### src/rtl/mips_multicycle_ctrl.sv
// Multicycle MIPS control FSM with an internal ALU decoder and an optional memory-wait timeout.
// Define MIPS_MC_JLINK_EN to add the JAL and JR instructions.
module mips_multicycle_ctrl #(
    parameter int unsigned BUS_TIMEOUT = 0,
    parameter int unsigned TO_W        = 8
) (
    input  logic       clk,
    input  logic       reset,
    input  logic [5:0] op,
    input  logic [5:0] funct,
    input  logic       zero,
    input  logic       mem_ready,
    output logic       iord,
    output logic       irwrite,
    output logic       memwrite,
    output logic       pcen,
    output logic [1:0] pcsrc,
    output logic       alusrca,
    output logic [1:0] alusrcb,
    output logic [2:0] alucontrol,
    output logic       signext,
    output logic       shiftl16,
    output logic       regwrite,
    output logic       regdst,
    output logic       memtoreg,
    output logic       link,
    output logic       illegal,
    output logic       bus_err
);
    localparam logic [5:0] OP_RTYPE = 6'b000000;
    localparam logic [5:0] OP_J     = 6'b000010;
    localparam logic [5:0] OP_BEQ   = 6'b000100;
    localparam logic [5:0] OP_BNE   = 6'b000101;
    localparam logic [5:0] OP_ADDI  = 6'b001000;
    localparam logic [5:0] OP_ADDIU = 6'b001001;
    localparam logic [5:0] OP_ORI   = 6'b001101;
    localparam logic [5:0] OP_LUI   = 6'b001111;
    localparam logic [5:0] OP_LW    = 6'b100011;
    localparam logic [5:0] OP_SW    = 6'b101011;
`ifdef MIPS_MC_JLINK_EN
    localparam logic [5:0] OP_JAL   = 6'b000011;
    localparam logic [5:0] F_JR     = 6'b001000;
`endif

    localparam logic [2:0] ALU_ADD = 3'b010;
    localparam logic [2:0] ALU_SUB = 3'b110;
    localparam logic [2:0] ALU_AND = 3'b000;
    localparam logic [2:0] ALU_OR  = 3'b001;
    localparam logic [2:0] ALU_SLT = 3'b111;

    typedef enum logic [3:0] {
        S_FETCH  = 4'd0,  S_DECODE = 4'd1,  S_MEMADR = 4'd2,  S_MEMRD = 4'd3,
        S_MEMWB  = 4'd4,  S_MEMWR  = 4'd5,  S_EXEC   = 4'd6,  S_ALUWB = 4'd7,
        S_BRANCH = 4'd8,  S_IEXEC  = 4'd9,  S_IWB    = 4'd10, S_JUMP  = 4'd11,
        S_JAL    = 4'd12, S_JR     = 4'd13
    } state_t;

    state_t          state_q, state_d;
    logic [TO_W-1:0] cnt_q, cnt_d;
    logic [2:0]      alu_funct;
    logic            funct_ok;
    logic            mem_state;
    logic            timeout;

    always_ff @(posedge clk) begin
        if (reset) begin
            state_q <= S_FETCH;
            cnt_q   <= '0;
        end else begin
            state_q <= state_d;
            cnt_q   <= cnt_d;
        end
    end

    // R-type funct to ALU operation
    always_comb begin
        alu_funct = ALU_AND;
        funct_ok  = 1'b1;
        case (funct)
            6'b100000, 6'b100001: alu_funct = ALU_ADD;
            6'b100010, 6'b100011: alu_funct = ALU_SUB;
            6'b100100:            alu_funct = ALU_AND;
            6'b100101:            alu_funct = ALU_OR;
            6'b101010, 6'b101011: alu_funct = ALU_SLT;
            default:              funct_ok  = 1'b0;
        endcase
    end

    assign mem_state = (state_q == S_FETCH) || (state_q == S_MEMRD) || (state_q == S_MEMWR);
    assign timeout   = (BUS_TIMEOUT != 0) && mem_state && !mem_ready
                       && (cnt_q == TO_W'(BUS_TIMEOUT));

    // Counter restarts on every state change and after a timeout; saturates otherwise
    always_comb begin
        cnt_d = cnt_q;
        if (timeout || (state_d != state_q)) begin
            cnt_d = '0;
        end else if (mem_state && !mem_ready && (cnt_q != '1)) begin
            cnt_d = cnt_q + TO_W'(1);
        end
    end

    always_comb begin
        state_d    = state_q;
        iord       = 1'b0;
        irwrite    = 1'b0;
        memwrite   = 1'b0;
        pcen       = 1'b0;
        pcsrc      = 2'b00;
        alusrca    = 1'b0;
        alusrcb    = 2'b00;
        alucontrol = ALU_AND;
        signext    = 1'b0;
        shiftl16   = 1'b0;
        regwrite   = 1'b0;
        regdst     = 1'b0;
        memtoreg   = 1'b0;
        link       = 1'b0;
        illegal    = 1'b0;
        bus_err    = 1'b0;
        case (state_q)
            S_FETCH: begin
                alusrcb    = 2'b01;
                alucontrol = ALU_ADD;
                if (mem_ready) begin
                    irwrite = 1'b1;
                    pcen    = 1'b1;
                    state_d = S_DECODE;
                end else if (timeout) begin
                    bus_err = 1'b1;
                end
            end
            S_DECODE: begin
                alusrcb    = 2'b11;
                alucontrol = ALU_ADD;
                case (op)
                    OP_LW, OP_SW:                     state_d = S_MEMADR;
                    OP_BEQ, OP_BNE:                   state_d = S_BRANCH;
                    OP_ADDI, OP_ADDIU, OP_ORI, OP_LUI: state_d = S_IEXEC;
                    OP_J:                             state_d = S_JUMP;
                    OP_RTYPE: begin
                        state_d = S_EXEC;
`ifdef MIPS_MC_JLINK_EN
                        if (funct == F_JR) state_d = S_JR;
`endif
                    end
`ifdef MIPS_MC_JLINK_EN
                    OP_JAL:                           state_d = S_JAL;
`endif
                    default: begin
                        illegal = 1'b1;
                        state_d = S_FETCH;
                    end
                endcase
            end
            S_MEMADR: begin
                alusrca    = 1'b1;
                alusrcb    = 2'b10;
                signext    = 1'b1;
                alucontrol = ALU_ADD;
                if (op == OP_LW)      state_d = S_MEMRD;
                else if (op == OP_SW) state_d = S_MEMWR;
                else                  state_d = S_FETCH;
            end
            S_MEMRD: begin
                iord = 1'b1;
                if (mem_ready) begin
                    state_d = S_MEMWB;
                end else if (timeout) begin
                    bus_err = 1'b1;
                    state_d = S_FETCH;
                end
            end
            S_MEMWB: begin
                regwrite = 1'b1;
                memtoreg = 1'b1;
                state_d  = S_FETCH;
            end
            // A timed-out store drops its strobe in the abort cycle
            S_MEMWR: begin
                iord     = 1'b1;
                memwrite = !timeout;
                if (mem_ready) begin
                    state_d = S_FETCH;
                end else if (timeout) begin
                    bus_err = 1'b1;
                    state_d = S_FETCH;
                end
            end
            S_EXEC: begin
                alusrca = 1'b1;
                if (funct_ok) begin
                    alucontrol = alu_funct;
                    state_d    = S_ALUWB;
                end else begin
                    illegal = 1'b1;
                    state_d = S_FETCH;
                end
            end
            S_ALUWB: begin
                regwrite = 1'b1;
                regdst   = 1'b1;
                state_d  = S_FETCH;
            end
            S_BRANCH: begin
                alusrca    = 1'b1;
                alucontrol = ALU_SUB;
                pcsrc      = 2'b01;
                pcen       = (op == OP_BEQ) ? zero : !zero;
                state_d    = S_FETCH;
            end
            S_IEXEC: begin
                alusrca  = 1'b1;
                alusrcb  = 2'b10;
                shiftl16 = (op == OP_LUI);
                if (op == OP_ORI) begin
                    alucontrol = ALU_OR;
                end else begin
                    alucontrol = ALU_ADD;
                    signext    = 1'b1;
                end
                state_d = S_IWB;
            end
            S_IWB: begin
                regwrite = 1'b1;
                state_d  = S_FETCH;
            end
            S_JUMP: begin
                pcsrc   = 2'b10;
                pcen    = 1'b1;
                state_d = S_FETCH;
            end
`ifdef MIPS_MC_JLINK_EN
            S_JAL: begin
                pcsrc    = 2'b10;
                pcen     = 1'b1;
                regwrite = 1'b1;
                link     = 1'b1;
                state_d  = S_FETCH;
            end
            S_JR: begin
                pcsrc   = 2'b11;
                pcen    = 1'b1;
                state_d = S_FETCH;
            end
`endif
            default: state_d = S_FETCH;
        endcase
        // Reset masks every strobe and select in the cycles it is held
        if (reset) begin
            iord       = 1'b0;
            irwrite    = 1'b0;
            memwrite   = 1'b0;
            pcen       = 1'b0;
            pcsrc      = 2'b00;
            alusrca    = 1'b0;
            alusrcb    = 2'b00;
            alucontrol = 3'b000;
            signext    = 1'b0;
            shiftl16   = 1'b0;
            regwrite   = 1'b0;
            regdst     = 1'b0;
            memtoreg   = 1'b0;
            link       = 1'b0;
            illegal    = 1'b0;
            bus_err    = 1'b0;
        end
    end

endmodule

### config.mk
export PLATFORM = sky130hd
export DESIGN_NAME = mips_multicycle_ctrl
export DESIGN_NICKNAME = d
export VERILOG_FILES = /design/src/rtl/mips_multicycle_ctrl.sv
export SDC_FILE = /design/constraint.sdc
export NUM_CORES = 1
export LEC_CHECK = 0
export BUFFER_PORTS_ARGS = -buffer_cell sky130_fd_sc_hd__clkbuf_2
export CAP_MARGIN = 5
export CORE_MARGIN = 5
export CORE_UTILIZATION = 47
export DETAILED_ROUTE_END_ITERATION = 16
export PLACE_DENSITY = 0.88
export SLEW_MARGIN = 0
export SYNTH_ARGS = -nofsm -noshare
export SYNTH_HDL_FRONTEND = slang
export SYNTH_SLANG_ARGS = --single-unit
### constraint.sdc
create_clock -name clk -period 1.9 [get_ports clk]
set_input_delay 0.19 -clock clk [delete_from_list [all_inputs] [get_ports clk]]
set_output_delay 0.19 -clock clk [all_outputs]
set_load 0.05 [all_outputs]
==> metrics <==
Worst-Skew Late Latency=240 ps; max reg flops=4; Syn Inst Count=126; post-route setup TNS=0 ps; FP Rows=15; sw frac=0.4323; starting density of the core=0.4859; EDFF count, synth=0; diodes inserted=0; PD cells=343.5 nW/um^2; clock sinks=4; RSZ-0062 raised after global routing=true; Slew Limit Fails=0; GPL Wtd Cong=0.9200; first-pass GRT wire length=4.595 mm; syn_area_per_cell=6.514 sq um; initial antenna violation count=0; Hold Crit Class=input port to flip-flop; Detailed Route WL=2.868 mm; CORE AREA=1689 sq um; Seq/Total Area, Yosys=0.09756; part of the power in registers=0.241; deepest level of the CTS H-tree=1; Pint=0.2239 mW; Crit path arrival time=1650 ps; Die X=51.79 microns; switching pwr=0.1706 mW; LEAKAGE=0.4723 nW; Max Buffers Root-to-Sink=2; Final period util=0.9684; Main synth FF type=dfxtp_1; final setup violating endpoints=0; Tot Pwr=0.3945 mW; total gr overflow=0; biggest regs=state_q: 4 flops; global-route usage over all layers=0.2187; max_cap viols=0; root buf cell=clkbuf_4; I/O Buffers=33; DIE HEIGHT=51.79 microns; post-synthesis register bit count=4; combinational power share=0.486; Yosys warning total=0; Crit. End Element=output port; dpl hpwl=2.216 mm; Final Util=0.6800; clock skew=1.620 ps; die area=2682 sq um; final setup margin=60.00 ps; async set-reset flop share out of synthesis=0; number of global-route vias before repair=1020; NumNets Final=179; run status=completed; count of cell types in the netlist=50; Iter 0 DRT Violations=54; drc violations=0; Finished Cell Area=1149 sq um; critical path type=flip-flop to output port; Clock Power Share=0.273; Fillers=139; Inst Count DP=175; postcts setup bufs=0; CTS clk-pin slew, worst paths=40 ps; Cell Area, Synth=820.8 sq um; Worst VDD drop=0.3098 mV; final cell count without fillers=178; largest net degree at the start of global routing=14; fmax=0.5435 GHz; CP max FO=13; final critical-path required period=1840 ps; worst slack at placement=136.3 ps; share of cells above drive strength 1=0.4286; Reg with most FFs=state_q; WHS=363.1 ps; antenna-violating nets left=0; CTS tree=yes; IO Count=36; drt first pass iters=4; DR WL/cell=16.11 microns; area delta synth->final=39.94%; Via-to-Cell Ratio=6.337; WP data required=1710 ps; final hold viol count=0; CP Launch Type=flip-flop; CP max stage delay=390 ps; critical-path cell list=or3_1 -> a2111oi_1 -> or2_1 -> buf_12; CP max-delay cell=dfxtp_2; total CTS buffers=3; placed cell area=1115 sq um; via count=1128
[power by group through the flow]
stage                     clock (mW)  combinational [mW]  sequential [mW]
after floorplan                    0               0.132           0.0912
after global placement             0               0.181           0.0945
after detailed placement           0               0.187           0.0951
after CTS                      0.107               0.188           0.0938
after global routing           0.122               0.205           0.0957
final                          0.108               0.192           0.0950
[critical path: cells and delay by family, from the launching register on]
family | cells | cell delay, ps
flip-flops | 1 | 390
buffers and inverters | 1 | 140
AND/OR/NAND/NOR | 2 | 600
AO/OA/AOI/OAI | 1 | 280
[path summary, 6_finish.rpt]
check	slack [ps]	endpoint	from	depth (start not counted)
max	60	illegal	state_q[2]$_SDFFE_PP0P_	4
min reg2reg	710	state_q[3]$_SDFFE_PP0P_	state_q[0]$_SDFFE_PP0P_	2
min	360	state_q[2]$_SDFFE_PP0P_	reset	3
max reg2reg	460	state_q[1]$_SDFFE_PP0P_	state_q[2]$_SDFFE_PP0P_	5
[cells in the mapped netlist (all sizes together) (2+ instances only)]
cell type,instances,area share
or3,4,0.032
nor2b,3,0.023
a21oi,11,0.067
nor4b,2,0.021
o21ai,3,0.018
nor4,3,0.023
buf,9,0.075
inv,5,0.023
clkbuf,6,0.027
xnor2,2,0.021
nand3,7,0.043
nor2,13,0.059
a22o,2,0.021
nand2,9,0.041
nand4,4,0.030
nand2b,2,0.015
nor3,7,0.043
a2111oi,2,0.021
nor3b,2,0.018
or2,2,0.015
o41ai,2,0.030
dfxtp,4,0.098
[timing repair]
item | in CTS | in global routing
hold buffers | 0 | 0
endpoints found under the setup margin | 3 | 6
gates resized for setup | 2 | 7
[logic make-up after synthesis]
family | after synthesis | share of synthesized area
other cells | 1 | 0.004569
simple gates | 64 | 0.4329
buf+inv | 20 | 0.1250
mux | 1 | 0.01220
xor+xnor | 3 | 0.03202
flops | 4 | 0.09756
compound gates | 33 | 0.2958
[layout by cell type (no fill, tap or decap), types with 2 or more instances in the layout]
master	count
clkbuf_2	29
buf_4	13
nor2_1	12
nand2_1	9
a21oi_1	8
nand3_1	7
inv_1	5
nor3_1	4
nand4_1	4
clkbuf_4	4
nor2b_1	3
a21oi_2	3
or3_1	3
o21ai_0	3
nor3_2	3
dfxtp_2	3
xnor2_1	2
nand2b_1	2
a2111oi_1	2
nor3b_1	2
conb_1	2
buf_12	2
[per-layer routing]
layer	up-vias	GRT usage	wire length, microns
li1	544	-	-
met4	0	0.04367	0
met1	516	0.2704	1168
met2	68	0.4004	1440
met3	0	0.02865	258
met5	-	0	0
[area by class of cell]
cell class | count | area [sq um] | share of cell area
inverters | 5 | 18.77 | 0.01634
multi-input cells | 103 | 706.9 | 0.6155
flip-flops and latches | 4 | 83.83 | 0.07298
well taps | 17 | 21.27 | 0.01852
repair buffers | 46 | 295.3 | 0.2571
clock buffers | 3 | 22.52 | 0.01961
(Power assumes the default switching activity.)
